## src/rtl/diff_io_pkg.sv

```systemverilog
// rtl/diff_io_pkg.sv - pattern modes, buffer defaults and pattern init helper
package diff_io_pkg;

   typedef enum logic [1:0] {
      MODE_STATIC = 2'd0,
      MODE_BLINK  = 2'd1,
      MODE_WALK   = 2'd2,
      MODE_COUNT  = 2'd3
   } pat_mode_e;

   localparam DEFAULT_IOSTANDARD = "DIFF_SSTL135";
   localparam DEFAULT_SLEW       = "FAST";
   localparam int MAX_NCH        = 16;

   function automatic logic [MAX_NCH-1:0] pat_init(input pat_mode_e mode,
                                                   input logic [MAX_NCH-1:0] sw,
                                                   input int nch);
      logic [MAX_NCH-1:0] mask;
      mask = (nch >= MAX_NCH) ? '1 : MAX_NCH'((32'd1 << nch) - 32'd1);
      case (mode)
         MODE_STATIC: pat_init = sw & mask;
         MODE_WALK:   pat_init = MAX_NCH'(1);
         default:     pat_init = '0;
      endcase
   endfunction

endpackage

```

## src/rtl/diff_io_prims.sv

```systemverilog
// rtl/diff_io_prims.sv - behavioural stand-ins for the vendor differential output buffers
module OBUFDS #(
   parameter IOSTANDARD = "DEFAULT",
   parameter SLEW       = "SLOW"
) (
   output wire O,
   output wire OB,
   input  wire I
);
   assign O  = I;
   assign OB = ~I;
endmodule

module OBUFTDS #(
   parameter IOSTANDARD = "DEFAULT",
   parameter SLEW       = "SLOW"
) (
   output wire O,
   output wire OB,
   input  wire I,
   input  wire T
);
   assign O  = T ? 1'bz : I;
   assign OB = T ? 1'bz : ~I;
endmodule

```

## src/rtl/diff_out_lane.sv

```systemverilog
// rtl/diff_out_lane.sv - one differential output channel; OBUFTDS when DIFF_OUT_TRISTATE_EN, else OBUFDS
module diff_out_lane
   import diff_io_pkg::*;
#(
   parameter IOSTANDARD = DEFAULT_IOSTANDARD,
   parameter SLEW       = DEFAULT_SLEW
) (
   input  logic i,
   input  logic t,
   output wire  o,
   output wire  ob
);

`ifdef DIFF_OUT_TRISTATE_EN
   OBUFTDS #(
      .IOSTANDARD(IOSTANDARD),
      .SLEW      (SLEW)
   ) u_buf (
      .O (o),
      .OB(ob),
      .I (i),
      .T (t)
   );
`else
   // Always-driven lane: the tristate control is accepted but has no effect.
   logic t_unused;
   assign t_unused = t;

   OBUFDS #(
      .IOSTANDARD(IOSTANDARD),
      .SLEW      (SLEW)
   ) u_buf (
      .O (o),
      .OB(ob),
      .I (i)
   );
`endif

endmodule

```

## src/rtl/obufds_pattern_gen.sv

```systemverilog
// rtl/obufds_pattern_gen.sv - multi-channel diff-pair pattern generator; DIFF_OUT_TRISTATE_EN adds oe
module obufds_pattern_gen
   import diff_io_pkg::*;
#(
   parameter int             NCH        = 4,
   parameter int             DIV_W      = 24,
   parameter logic [DIV_W-1:0] DIV_MAX  = DIV_W'(9_999_999),
   parameter                 IOSTANDARD = DEFAULT_IOSTANDARD,
   parameter                 SLEW       = DEFAULT_SLEW
) (
   input  logic           clk,
   input  logic           rst,
   input  logic [NCH-1:0] sw,
   input  logic [1:0]     mode,
`ifdef DIFF_OUT_TRISTATE_EN
   input  logic [NCH-1:0] oe,
`endif
   output wire  [NCH-1:0] diff_p,
   output wire  [NCH-1:0] diff_n
);

   logic [NCH-1:0]     sw_m, sw_s;
   logic [1:0]         mode_m, mode_s;
   pat_mode_e          mode_q, mode_new;
   logic [DIV_W-1:0]   cnt;
   logic               tick;
   logic [NCH-1:0]     pat, pat_rot, pat_ld, t_lane;
   logic [MAX_NCH-1:0] sw_ext, init_full;

   always_ff @(posedge clk) begin
      if (rst) begin
         sw_m   <= '0;
         sw_s   <= '0;
         mode_m <= '0;
         mode_s <= '0;
      end else begin
         sw_m   <= sw;
         sw_s   <= sw_m;
         mode_m <= mode;
         mode_s <= mode_m;
      end
   end

   assign mode_new = pat_mode_e'(mode_s);
   assign tick     = (cnt == DIV_MAX);

   always_comb begin
      sw_ext           = '0;
      sw_ext[NCH-1:0]  = sw_s;
   end

   assign init_full = pat_init(mode_new, sw_ext, NCH);
   assign pat_ld    = init_full[NCH-1:0];

   generate
      if (NCH < MAX_NCH) begin : g_init_spare
         logic [MAX_NCH-NCH-1:0] init_spare_unused;
         assign init_spare_unused = init_full[MAX_NCH-1:NCH];
      end
      // A single channel has nothing to walk into, so the lit bit stays put.
      if (NCH == 1) begin : g_rot_one
         assign pat_rot = pat;
      end else begin : g_rot_n
         assign pat_rot = {pat[NCH-2:0], pat[NCH-1]};
      end
   endgenerate

   always_ff @(posedge clk) begin
      if (rst) begin
         cnt    <= '0;
         pat    <= '0;
         mode_q <= MODE_STATIC;
      end else begin
         mode_q <= mode_new;
         if (mode_new != mode_q) begin
            // A mode change restarts the tick period and takes priority over any tick.
            cnt <= '0;
            pat <= pat_ld;
         end else begin
            cnt <= tick ? '0 : cnt + DIV_W'(1);
            case (mode_q)
               MODE_STATIC: pat <= sw_s;
               MODE_BLINK:  if (tick) pat <= ~pat;
               MODE_WALK:   if (tick) pat <= pat_rot;
               MODE_COUNT:  if (tick) pat <= pat + NCH'(1);
               default:     pat <= pat;
            endcase
         end
      end
   end

`ifdef DIFF_OUT_TRISTATE_EN
   logic [NCH-1:0] oe_m, oe_s, t_q;

   // The extra t_q stage gives oe the same 3-cycle latency to the pads as sw.
   always_ff @(posedge clk) begin
      if (rst) begin
         oe_m <= '0;
         oe_s <= '0;
         t_q  <= '1;
      end else begin
         oe_m <= oe;
         oe_s <= oe_m;
         t_q  <= ~oe_s;
      end
   end

   assign t_lane = t_q;
`else
   assign t_lane = '0;
`endif

   generate
      for (genvar g = 0; g < NCH; g++) begin : g_lane
         diff_out_lane #(
            .IOSTANDARD(IOSTANDARD),
            .SLEW      (SLEW)
         ) u_lane (
            .i (pat[g]),
            .t (t_lane[g]),
            .o (diff_p[g]),
            .ob(diff_n[g])
         );
      end
   endgenerate

endmodule

```

## config.mk

```make
export PLATFORM = sky130hd
export DESIGN_NAME = obufds_pattern_gen
export DESIGN_NICKNAME = d
export VERILOG_FILES = /design/src/rtl/diff_io_pkg.sv /design/src/rtl/diff_io_prims.sv /design/src/rtl/diff_out_lane.sv /design/src/rtl/obufds_pattern_gen.sv
export SDC_FILE = /design/constraint.sdc
export NUM_CORES = 1
export LEC_CHECK = 0
export ABC_CLOCK_PERIOD_IN_PS = 2900
export BUFFER_PORTS_ARGS = -buffer_cell sky130_fd_sc_hd__buf_2
export CAP_MARGIN = 5
export CORE_ASPECT_RATIO = 1.2
export CORE_MARGIN = 2
export CORE_UTILIZATION = 58
export CTS_CLUSTER_DIAMETER = 80
export DETAILED_ROUTE_END_ITERATION = 7
export GPL_ROUTABILITY_DRIVEN = 0
export PLACE_DENSITY = 0.88
export SETUP_SLACK_MARGIN = 0.02
export SLEW_MARGIN = 20
export SYNTH_ARGS = -nofsm -noshare
export SYNTH_HDL_FRONTEND = slang
export SYNTH_SLANG_ARGS = --single-unit
```

## constraint.sdc

```tcl
create_clock -name clk -period 2.9 [get_ports clk]
set_input_delay 0.29 -clock clk [delete_from_list [all_inputs] [get_ports clk]]
set_output_delay 0.29 -clock clk [all_outputs]
set_load 0.01 [all_outputs]
```

; ---- After elaboration in Yosys (flattened, before gate mapping)
; Cells that the tools add are included.
; W data, S select, Z words.
[word_totals]
reg_bits = 42
inputBits = 8
wordCells = 33
[op_classes]
addsub = 2
n_eq_ne = 9
muxes = 6
bitwise = 5
reduce_logical = 4
[ops]
columns = cell, n
row1 = $add A24 B1 Y24 const B, 1
row2 = $eq A24 B24 Y1 const B, 1
row3 = $mux W4, 4
row4 = $pmux W4 S4, 1
row5 = $ne A3 B3 Y1 const B, 3
row6 = $pmux W4 S2, 1
row7 = $eq A2 B2 Y1 const B, 3
row8 = $add A4 B1 Y4 const B, 1
row9 = $logic_not A2 Y1, 2
row10 = $not A1 Y1, 4
row11 = $not A4 Y4, 1
row12 = $reduce_and A3 Y1, 1
row13 = $reduce_or A3 Y1, 1
row14 = $eq A2 B1 Y1 const B, 1
row15 = $ne A2 B2 Y1, 1

; ---- Logic depth before layout (Yosys ltp)
[depth]
word_depth = 4
mapped_depth = 7
mapped_depth_nobuf = 6

; ---- Modules after synthesis
; A second synthesis with hierarchy kept.
[unflattened]
hier_cells = 212
area_unflattened_um2 = 1908.1
[modules_own_cells]
columns = mod, n_inst, cells_each, area_each_um2
row1 = obufds_pattern_gen, 1, 204, 1863.0
row2 = OBUFDS, 4, 2, 11.3

; ---- Worst setup path after synthesis
; OpenSTA, ideal clock, no wires.
[synth_timing]
kind = flip-flop to flip-flop
from = register cnt[8]
to = register pat[0]
setup_ns = 0.128
t_arrival_ns = 1.312
required_time_ns = 2.772
path_slack_ns = 1.460
stages_incl_launch_ff = 6
path_buffers = 0
cell_sequence = dfxtp_1 -> nor4b_2 -> nand4bb_4 -> o21ai_4 -> mux2i_1 -> nor2_1
[synth_via]
elab_chain_cells = 3
word_cells_on_any_way = 5
cone_classes = eq/ne: 4 / reduce/logical: 1
[synth_lines]
columns = element, line_no
row1 = "start, declared", obufds_pattern_gen.sv:25  ; logic [DIV_W-1:0] cnt;
row2 = "start signal, assigned", obufds_pattern_gen.sv:80  ; cnt <= tick ? '0 : cnt + DIV_W'(1);
row3 = $eq A24 B24 Y1 (*), obufds_pattern_gen.sv:45  ; assign tick = (cnt == DIV_MAX);
row4 = $ne A3 B3 Y1 (no line), n/a
row5 = $reduce_and A3 Y1 (no line) (*), n/a
row6 = "end signal, assigned", obufds_pattern_gen.sv:78  ; pat <= pat_ld;
row7 = "end signal, assigned", obufds_pattern_gen.sv:82  ; MODE_STATIC: pat <= sw_s;
row8 = "end signal, assigned", obufds_pattern_gen.sv:83  ; MODE_BLINK: if (tick) pat <= ~pat;
row9 = "end, declared", obufds_pattern_gen.sv:27  ; logic [NCH-1:0] pat, pat_rot, pat_ld, t_lane;
; Every way passes the cells marked *; elsewhere a longest branch is shown, timed or not.
; A chain may end at the register's enable or synchronous reset.

; ---- Final worst setup path
[layout_timing]
from = register cnt[0]
to = register cnt[11]
[layout_via]
elab_chain_cells = 2
word_cells_on_any_way = 3
cone_classes = add/sub: 1 / eq/ne: 1 / reduce/logical: 1
[layout_lines]
columns = element
row1 = branches (longest 2 deep; another with $add A24 B1 Y24)
; Several ways; the timed one is not identified.

==> metrics <==
hold-fix buffers at CTS 0; Power Density 507.8 mW/mm²; total clock buffers created by CTS 5; Post-CTS Setup Repair Bufs 0; Slew headroom 39.31%; number of global-route vias before repair 1288; Worst-Margin Slew 910.2 ps; WL/cell roughly 12 µm; CTS tree done; Seq/Total Area, Yosys between 40% and 50%; CP Class flop to flop; status complete, no violations; clock power share a little over a third; # resized after CTS 0; endpoints failing setup 0; CTS sink count 42; RSZ-0062 raised after global routing no; max_cap viols 0; Synth area leaders dfxtp_1, xor2_1, nor2_1; Core Area slightly above 0.003 mm²; switch share between 20% and 30%; clk_lat worst skew 360 ps; Fin. Hold Viols 0; Detailed Place HPWL 2.159 mm; combinational share of power 5.4%; Congestion Overflow GR 0; commonest non-fill, non-tap cell in the layout dfxtp_1; Die Y-Extent 66.89 µm; vias 1385; Worst-path clk slew 120 ps; area fraction of the dominant cell type after synthesis 43.98%; Sw Pwr approximately 0.23 mW; Flop pwr share roughly three fifths; H-tree depth 2; final WL 3.108 mm; first-pass GRT wire length 5.471 mm; Synth Warn # 0; Synth Register Bits 42; total track usage 19.15%; Worst Skew 11.20 ps; Max Clock Freq 501.0 MHz; Placed Area 0.001941 mm²; nets@finish 228; Core Rows 22; leading area contributor after synthesis dfxtp_1; P&R area growth vs syn 5.628%; Setup crit end kind flop; Mapped Cells 211; initial core utilization 61.46%; Total Die Area 0.003773 mm²; Root Buffer clkbuf_4; VDD IR max 0.0004608 V; P_leak 0.7789 nW; design area 0.002019 mm²; share of layout cells above drive strength 1 13.70%; I/O pin cnt 16; commonest non-fill, non-tap cells in the layout dfxtp_1, nor2_1, xor2_1; Final ANT Viol Nets 0; Setup TNS Final 0 ps; min Tclk post-route 1996 ps; DRT Pass-1 Iters 4; Startpoint Class flop; Buffers on Ports 15; max-slew violations 0; vias per cell 5.431; Clock Tree Buf Depth 2; ANT cells 0; post-synth cell types 38; Worst Path Max Fanout 23; syn_nets 221; Mapped Area between 0.0015 and 0.002 mm²; Post-Syn Area per Cell 9.061 µm²; fin crit share 68.83%; initial antenna violation count 0; die width 56.41 µm; HP Class input port to flop; Crit path arrival time approximately 2200 ps; largest net degree at the start of global routing 24; critical path required time 3120 ps; internal power 0.7965 mW; Final Power slightly above 1 mW; drc violations 0; DR iter-0 viols 44
-- synth_stat cells --
cell type / number
o211ai_1: 1
nand2b_1: 1
buf_2: 4
o21ai_0: 4
xnor2_1: 7
ha_1: 2
nor3_1: 3
and3_1: 3
o21ai_4: 1
nand4bb_4: 1
nor4b_1: 1
a31oi_1: 1
inv_1: 6
a32oi_1: 1
nor4_1: 2
o21ai_2: 1
nand3_1: 10
a32o_1: 1
nor4b_2: 1
buf_4: 8
a22oi_1: 1
nor2_1: 35
nor2b_1: 16
xor2_1: 17
dfxtp_1: 42
nand4_4: 1
a31o_2: 1
a21o_1: 1
mux2i_1: 2
clkbuf_1: 3
a211oi_1: 3
o211a_1: 2
and2_1: 3
nand4_1: 6
a21oi_1: 4
nand2_1: 12
nor3_2: 2
nor4bb_1: 1
-- worst paths after layout --
path	startpoint	end	slack [ps]	depth (start not counted)
setup / recovery	cnt[0]	cnt[11]	900	5
hold / removal	sw[1]	sw_m[1]	140	2
setup reg to reg	cnt[0]	cnt[11]	900	5
hold reg to reg	sw_m[2]	sw_s[2]	450	1
-- cell type report --
class,count,area (µm²)
fill,241,1091
multi-input combinational,148,957.2
sequential,42,840.8
timing repair buffer,15,75.07
tap,36,45.04
clock buffer,6,41.29
clock inverter,2,37.54
inverter,6,22.52
-- kinds of logic after synthesis --
kind of cell	count (synthesis)	synth area share [%]
compound gates	22	8.574
xor+xnor	24	10.99
fa+ha+maj	2	1.309
buf+inv	21	5.956
flops	42	43.98
mux	2	1.047
simple gates	98	28.14
-- worst max-delay path, cell delays in order (launching register included) --
cell and delay (ps):
dfxtp_1 380, ha_1 220, nand2_1 120, nand4bb_4 240, o21ai_2 750, nor2_1 140
-- layer usage --
| layer | share of wire, % | wire, µm | up-vias | GRT usage [%] |
|---|---|---|---|---|
| met1 | 45 | 1388 | 624 | 21.59 |
| met4 | 2.5 | 78 | 0 | 11.01 |
| met2 | 48 | 1504 | 32 | 31.91 |
| met3 | 4.4 | 137 | 7 | 6.019 |
| li1 | - | - | 722 | - |
| met5 | 0 | 0 | - | 0 |
-- power by group through the flow --
stage / Clock (mW) / Sequential, mW / Combinational, mW
after detailed placement: 0 / 0.616 / 0.0558
after global placement: 0 / 0.615 / 0.0535
after floorplan: 0 / 0.610 / 0.0507
final: 0.368 / 0.602 / 0.0555
after CTS: 0.376 / 0.602 / 0.0562
after global routing: 0.405 / 0.605 / 0.0620
-- state kept, by name (all words and copies together), names as in the netlist --
| register | cells |
|---|---|
| pat | 4 |
| cnt | 24 |
| sw_m | 4 |
| mode_q | 2 |
| mode_m | 2 |
| mode_new | 2 |
| sw_s | 4 |
-- through the flow --
| step | instances | setup slack [ps] | hold WS (ps) | utilization, % |
|---|---|---|---|---|
| 2_1_floorplan | 211 | 1460 | 413.8 | - |
| 3_3_place_gp | 247 | 1010 | 416.0 | 62.39 |
| 4_1_cts | 255 | 892.9 | 125.5 | 64.92 |
| 5_1_grt | 255 | 718.6 | 109.8 | 64.92 |
| 3_5_place_dp | 247 | 911.7 | 424.7 | 62.39 |
| 6_report | 255 | 903.9 | 139.2 | 64.92 |
Power figures use the tool's default switching activity.
